File: src/rtl/mem_arb_pkg.sv
`default_nettype none
// ============================================================================
// Module   : mem_arb_pkg
// Brief    : Shared types and constants for the CPU/host memory arbiter.
// Revision : 1.0 - initial release
// ============================================================================
package mem_arb_pkg;

    typedef enum logic [0:0] {
        ST_ARB  = 1'b0,
        ST_LOCK = 1'b1
    } arb_state_t;

    localparam logic OWN_CPU  = 1'b0;
    localparam logic OWN_HOST = 1'b1;

    localparam int c_STAT_WIDTH = 16;

endpackage : mem_arb_pkg
`default_nettype wire

File: src/rtl/arb_sat_counter.sv
`default_nettype none
// ============================================================================
// Module   : arb_sat_counter
// Brief    : Up-counter that sticks at all-ones instead of wrapping.
// Revision : 1.0 - initial release
// ============================================================================
module arb_sat_counter #(
    parameter int WIDTH = 16
) (
    input  logic             clk,
    input  logic             rst,
    input  logic             i_inc,
    output logic [WIDTH-1:0] o_count
);

    logic [WIDTH-1:0] r_count;

    always_ff @(posedge clk or posedge rst) begin
        if (rst) begin
            r_count <= '0;
        end else if (i_inc && (r_count != '1)) begin
            r_count <= r_count + 1'b1;
        end
    end

    assign o_count = r_count;

endmodule : arb_sat_counter
`default_nettype wire

File: src/rtl/mem_arbiter.sv
`default_nettype none
// ============================================================================
// Module   : mem_arbiter
// Brief    : Two-way CPU/host arbiter for a single-port memory, with host
//            burst lock and optional contention counter (macro ARB_STATS_EN).
// Revision : 1.0 - initial release
// ============================================================================
module mem_arbiter
    import mem_arb_pkg::*;
#(
    parameter int AWIDTH = 5,
    parameter int DWIDTH = 8
) (
    input  logic              clk,
    input  logic              rst,
    input  logic              cpu_req,
    input  logic              cpu_wr,
    input  logic [AWIDTH-1:0] cpu_addr,
    input  logic [DWIDTH-1:0] cpu_wdata,
    input  logic              cpu_halt,
    output logic              cpu_stall,
    output logic [DWIDTH-1:0] cpu_rdata,
    input  logic              host_req,
    input  logic              host_wr,
    input  logic              host_lock,
    input  logic [AWIDTH-1:0] host_addr,
    input  logic [DWIDTH-1:0] host_wdata,
    output logic              host_gnt,
    output logic              host_done,
    output logic [DWIDTH-1:0] host_rdata,
    output logic              mem_rd,
    output logic              mem_wr,
    output logic [AWIDTH-1:0] mem_addr,
    output logic [DWIDTH-1:0] mem_wdata,
    input  logic [DWIDTH-1:0] mem_rdata,
    output logic [15:0]       stat_conflicts
);

    arb_state_t        r_state;
    logic              r_last_owner;
    logic              r_host_done;
    logic [DWIDTH-1:0] r_host_rdata;

    logic w_cpu_wins;
    logic w_host_wins;

    // Ties go to whoever did not own the memory last; a halted CPU always yields.
    always_comb begin
        w_cpu_wins  = 1'b0;
        w_host_wins = 1'b0;
        if (r_state == ST_LOCK) begin
            w_host_wins = host_req;
        end else if (cpu_req && host_req) begin
            if (cpu_halt || (r_last_owner == OWN_CPU)) begin
                w_host_wins = 1'b1;
            end else begin
                w_cpu_wins = 1'b1;
            end
        end else begin
            w_cpu_wins  = cpu_req;
            w_host_wins = host_req;
        end
    end

    always_comb begin
        mem_rd    = 1'b0;
        mem_wr    = 1'b0;
        mem_addr  = '0;
        mem_wdata = '0;
        if (w_cpu_wins) begin
            mem_rd    = ~cpu_wr;
            mem_wr    = cpu_wr;
            mem_addr  = cpu_addr;
            mem_wdata = cpu_wdata;
        end else if (w_host_wins) begin
            mem_rd    = ~host_wr;
            mem_wr    = host_wr;
            mem_addr  = host_addr;
            mem_wdata = host_wdata;
        end
    end

    always_ff @(posedge clk or posedge rst) begin
        if (rst) begin
            r_state      <= ST_ARB;
            r_last_owner <= OWN_HOST;
            r_host_done  <= 1'b0;
            r_host_rdata <= '0;
        end else begin
            r_host_done <= w_host_wins;
            if (w_host_wins && !host_wr) begin
                r_host_rdata <= mem_rdata;
            end
            if (w_cpu_wins) begin
                r_last_owner <= OWN_CPU;
            end else if (w_host_wins) begin
                r_last_owner <= OWN_HOST;
            end
            case (r_state)
                ST_ARB: begin
                    if (w_host_wins && host_lock) begin
                        r_state <= ST_LOCK;
                    end
                end
                ST_LOCK: begin
                    if (!host_lock) begin
                        r_state <= ST_ARB;
                    end
                end
                default: r_state <= ST_ARB;
            endcase
        end
    end

    assign cpu_stall  = cpu_req & ~w_cpu_wins;
    assign host_gnt   = w_host_wins;
    assign host_done  = r_host_done;
    assign host_rdata = r_host_rdata;
    assign cpu_rdata  = mem_rdata;

`ifdef ARB_STATS_EN
    logic w_conflict;
    assign w_conflict = (r_state == ST_ARB) & cpu_req & host_req;

    arb_sat_counter #(
        .WIDTH (c_STAT_WIDTH)
    ) u_stat_cnt (
        .clk     (clk),
        .rst     (rst),
        .i_inc   (w_conflict),
        .o_count (stat_conflicts)
    );
`else
    assign stat_conflicts = '0;
`endif

endmodule : mem_arbiter
`default_nettype wire

File: config.mk
export PLATFORM = sky130hd
export DESIGN_NAME = mem_arbiter
export DESIGN_NICKNAME = d
export VERILOG_FILES = /design/src/rtl/mem_arb_pkg.sv /design/src/rtl/arb_sat_counter.sv /design/src/rtl/mem_arbiter.sv
export SDC_FILE = /design/constraint.sdc
export NUM_CORES = 1
export LEC_CHECK = 0
export ABC_AREA = 1
export CAP_MARGIN = 30
export CORE_MARGIN = 5
export CORE_UTILIZATION = 30
export CTS_CLUSTER_DIAMETER = 120
export DETAILED_ROUTE_END_ITERATION = 7
export GPL_ROUTABILITY_DRIVEN = 0
export PLACE_DENSITY = 0.84
export RECOVER_POWER = 25
export SLEW_MARGIN = 20
export SYNTH_ARGS = -nofsm -noshare
export SYNTH_HDL_FRONTEND = slang
export SYNTH_SLANG_ARGS = --single-unit
File: constraint.sdc
create_clock -name clk -period 3.1 [get_ports clk]
set_input_delay 0.31 -clock clk [delete_from_list [all_inputs] [get_ports clk]]
set_output_delay 0.31 -clock clk [all_outputs]
set_load 0.02 [all_outputs]
After elaboration in Yosys (flattened, before gate mapping)

Cells that the tools add are included.

Muxes and demuxes: 19
Bitwise gates (word level): 6
Reductions and logical operators: 6

Operators with widths:

| cell                | number |
|---|---|
| $mux W8             | 2 |
| $mux W1             | 14 |
| $mux W5             | 2 |
| $not A1 Y1          | 5 |
| $logic_and A1 B1 Y1 | 3 |
| $pmux W1 S2         | 1 |
| $reduce_bool A2 Y1  | 1 |
| $and A1 B1 Y1       | 1 |
| $logic_not A1 Y1    | 1 |
| $logic_or A1 B1 Y1  | 1 |

Flip-flop bits (word level): 11
Bits of input ports: 42
Output and inout bits: 50
Word-level logic and storage cells: 35

Depth between registers and ports, before layout

Depth after elaboration: 8
Gate-level depth with buffers: 7
Depth with buffers taken out: 7

Least setup slack after synthesis

OpenSTA, ideal clock, no wires.

Path kind: reg-to-output
Start point: reg r_last_owner
End point: out mem_addr[0]
Arrival: 1.107 ns
Data required time: 2.790 ns
Setup slack: 1.683 ns
Stages on the path, launching flop included: 6
Path buffers: 1
Cells stage by stage: dfstp_2 -> nand2_1 -> nand2_4 -> buf_2 -> nand3_1 -> nand2_1

Longest elaborated chain between the ends: 7
Elaborated cells on any way between the ends: 10
Classes of those cells: mux (8); bitwise (1); reduce/logical (1)

RTL lines:

| what                   | line              | text |
|---|---|---|
| from (decl)            | mem_arbiter.sv:40 | `logic r_last_owner;` |
| from (signal assigned) | mem_arbiter.sv:86 | `r_last_owner <= OWN_HOST;` |
| from (signal assigned) | mem_arbiter.sv:95 | `r_last_owner <= OWN_CPU;` |
| from (signal assigned) | mem_arbiter.sv:97 | `r_last_owner <= OWN_HOST;` |
| $not A1 Y1 (*)         | mem_arbiter.sv:54 | `if (cpu_halt \|\| (r_last_owner == OWN_CPU)) begin` |
| $logic_or A1 B1 Y1 (*) | mem_arbiter.sv:54 |  |
| $mux W1                | mem_arbiter.sv:54 |  |
| $mux W1                | mem_arbiter.sv:53 | `end else if (cpu_req && host_req) begin` |
| $mux W1                | mem_arbiter.sv:51 | `if (r_state == ST_LOCK) begin` |
| $mux W5                | mem_arbiter.sv:75 | `end else if (w_host_wins) begin` |
| $mux W5 (*)            | mem_arbiter.sv:70 | `if (w_cpu_wins) begin` |
| to (decl)              | mem_arbiter.sv:33 | `output logic [AWIDTH-1:0] mem_addr,` |

Mark *: on every way between the ends. The rest lies on a longest branch, timed or not.

Worst setup path after layout

Start point: in cpu_halt
End point: out mem_rd

Longest elaborated chain between the ends: 6
Elaborated cells on any way between the ends: 9
Classes of those cells: mux (8); reduce/logical (1)

RTL lines:

| what                   | line              | text |
|---|---|---|
| from (decl)            | mem_arbiter.sv:20 | `input logic cpu_halt,` |
| $logic_or A1 B1 Y1 (*) | mem_arbiter.sv:54 |  |
| $mux W1                | mem_arbiter.sv:54 |  |
| $mux W1                | mem_arbiter.sv:53 |  |
| $mux W1                | mem_arbiter.sv:51 |  |
| $mux W1                | mem_arbiter.sv:75 |  |
| $mux W1 (*)            | mem_arbiter.sv:70 |  |
| to (decl)              | mem_arbiter.sv:31 | `output logic mem_rd,` |

Marks and branches as above.

==> run summary <==
Starting Density -> 31.7%
Crit start category -> input port
Setup Skew -> 0.000821 ns
Final setup viols -> 0
CTS Buffer Depth -> 2
N_diodes -> 0
Yosys top cell area share -> 28.4%
Routed met3 length -> 257 um
TritonCTS clock tree -> done
First-pass GRT wire length -> 4080 um
Synth area leader -> dfrtp_1
Worst hold path type -> reg -> reg
RSZ-0062 raised after global routing -> no
Setup CP Type -> in -> out
Most frequent cell after synthesis -> nand2_1
H-tree depth -> 1
Post-synth ARST share -> 100%
Synth cell types -> 18
Net Sw Power -> 0.217 mW
CORE AREA -> 0.00278 mm2
Fill cells -> 281
Post-DRT Antenna Nets -> 0
Antenna violations before repair -> 0
Hold Path Sink -> host_rdata[3]
Depth of the most critical reg-to-reg path -> 6
Gate power share -> 52.6%
Post-CTS Resized -> 0
Hold WS -> 0.475 ns
Clk Latency, worst-skew pair -> 0.26 ns
Slowest CP cell -> clkdlybuf4s50_1
CP Max Fanout -> 26
Slowest stage delay, CP -> 0.60 ns
Die area -> 0.00412 mm2
Ports -> 92
# port buffers -> 75
WL/cell -> 12.3 um
Reg2Reg Launch Point -> r_last_owner
Final period util -> 80.3%
Cts hold-fix bufs -> 0
Vias in the first global route -> 852
P_int -> 0.362 mW
Nature of the critical path endpoint -> output port
Clk pin slew, worst setup/hold paths -> 0.07 ns
Status -> finished clean
WHS Path Cells -> 2
Clk pwr share -> 16.6%
Total congestion overflow -> 0
Post-synth top flop -> dfrtp_1
#FFs+latches synth -> 11
CTS root buf -> clkbuf_4
WP data required -> 2.79 ns
Minimum clock period -> 2.49 ns
DP HPWL -> 2310 um
Fin. Hold Viols -> 0
DR iter-0 viols -> 17
R2r endpoint -> host_rdata[1]
Drt via density -> 4.18
Yosys warning count -> 0
Share of layout cells above drive strength 1 -> 4.71%
Max Transition Viols Final -> 0
Cell area after synthesis -> 881 um2
Worst path cell trace -> clkdlybuf4s50_1 -> inv_1 -> nand2_1 -> nand2_4 -> nand2_4 -> nand2_2 -> nand2_1 -> clkdlybuf4s50_1
Register area -> 277 um2
Post-synth EDFFs -> 0
Area Growth Syn to Fin -> 74.1%
Multi-input gate area -> 412 um2
DRT Pass-1 Iters -> 4
Syn avg cell area -> 7.05 um2
Routed WL -> 2730 um
Worst EP arrival -> 2.18 ns
Cell count after synthesis -> 125
Die width -> 64.2 um
Synth area leaders -> dfrtp_1 (28%), buf_4 (21%), nand2_1 (20%), nand3_1 (13%), dfstp_2 (3.0%)
Metal-1 WL -> 991 um
Clock Sinks -> 11
CTS buffer count -> 3
Static Leak -> 0.755 nW
Switching share of total power -> 37.5%
Fmax -> 401 MHz
Post-CTS setup buffers -> 0
Routed vias -> 928
Reg2reg setup slack -> 1.68 ns
Top post-synthesis cells by count -> nand2_1 (46), buf_4 (25), nand3_1 (22)
Total Routing Usage GR -> 12.5%
Top Layer Used -> met4
DRC Markers -> 0
Min-delay src -> host_rdata[3]
PwrDens -> 378 mW/mm2
# rows -> 19
Pin count of the biggest net entering global routing -> 27
Die height -> 64.2 um
Worst vdd rail ir drop -> 0.260 mV
Max cap viols -> 0
Sequential area share after synthesis -> 31.4%
Setup TNS -> 0 ns
Metal2 WL -> 1430 um
Sequential Power Share -> 30.8%
NumNets Final -> 234
[critical path: cells and delay by family]
family / cells / cell delay [ns]
simple gates: 5 / 0.77
buf+inv: 3 / 1.10
[power by group through the flow]
stage	clock network, mW	registers [mW]	logic [mW]
after global placement	0	0.180	0.303
after floorplan	0	0.203	0.153
after CTS	0.101	0.179	0.308
after global routing	0.112	0.181	0.327
final	0.0962	0.179	0.305
after detailed placement	0	0.181	0.308
[cells by family (layout without fill, tap and decap cells)]
logic type | after synthesis | in the layout | share of synthesized area [%]
buf+inv | 36 | 87 | 28.3
compound gates | 3 | 3 | 2.27
flops | 11 | 11 | 31.4
other cells | 1 | 16 | 0.426
simple gates | 74 | 74 | 37.6
[placed cells by master, fill, tap and decap left out, drive strengths merged]
cell and instances:
nand3 22, o21bai 1, o21ai 1, dfstp 1
dfrtp 10, inv 7, a21boi 1, clkbuf 4
clkinv 1, conb 16, nand3b 1, dlygate4sd3 1
nand2 51, clkdlybuf4s50 74
[sequential cells by signal, summed over array words and instances (netlist names)]
register / flops
host_done: 1
host_rdata: 8
r_last_owner: 1
r_state: 1
[metrics by stage]
stage	util (%)	setup slack [ns]	instances	area (um2)	power [mW]
after floorplan	-	1.68	140	937	0.355
after global placement	54.2	0.665	218	1510	0.483
after detailed placement	54.2	0.611	218	1510	0.489
after CTS	55.2	0.606	222	1530	0.587
after global routing	55.2	0.478	222	1530	0.619
final	55.2	0.609	222	1530	0.579
[layer usage]
layer  up-vias  GRT usage, %
met2        41          22.9
met4         0          4.58
met1       399          13.0
met5         -             0
li1        484             -
met3         4          4.38
[worst max path at each step]
stage                      start          end  slack, ns  cells past startpoint
floorplan           r_last_owner  mem_addr[0]       1.68                      5
detailed placement      cpu_halt       mem_rd       0.61                      8
finish                  cpu_halt       mem_rd       0.61                      8
CTS                     cpu_halt       mem_rd       0.61                      8
global route            cpu_halt       mem_rd       0.48                      8
global placement        cpu_halt       mem_rd       0.67                      8
[layout make-up]
cell class	count	share of cell area (%)
Multi-Input combinational cell	93	26.8
Sequential cell	11	18.0
Tap cell	31	2.53
Clock buffer	4	1.71
Inverter	8	1.96
Timing Repair Buffer	75	48.9
(Power assumes the default switching activity.)
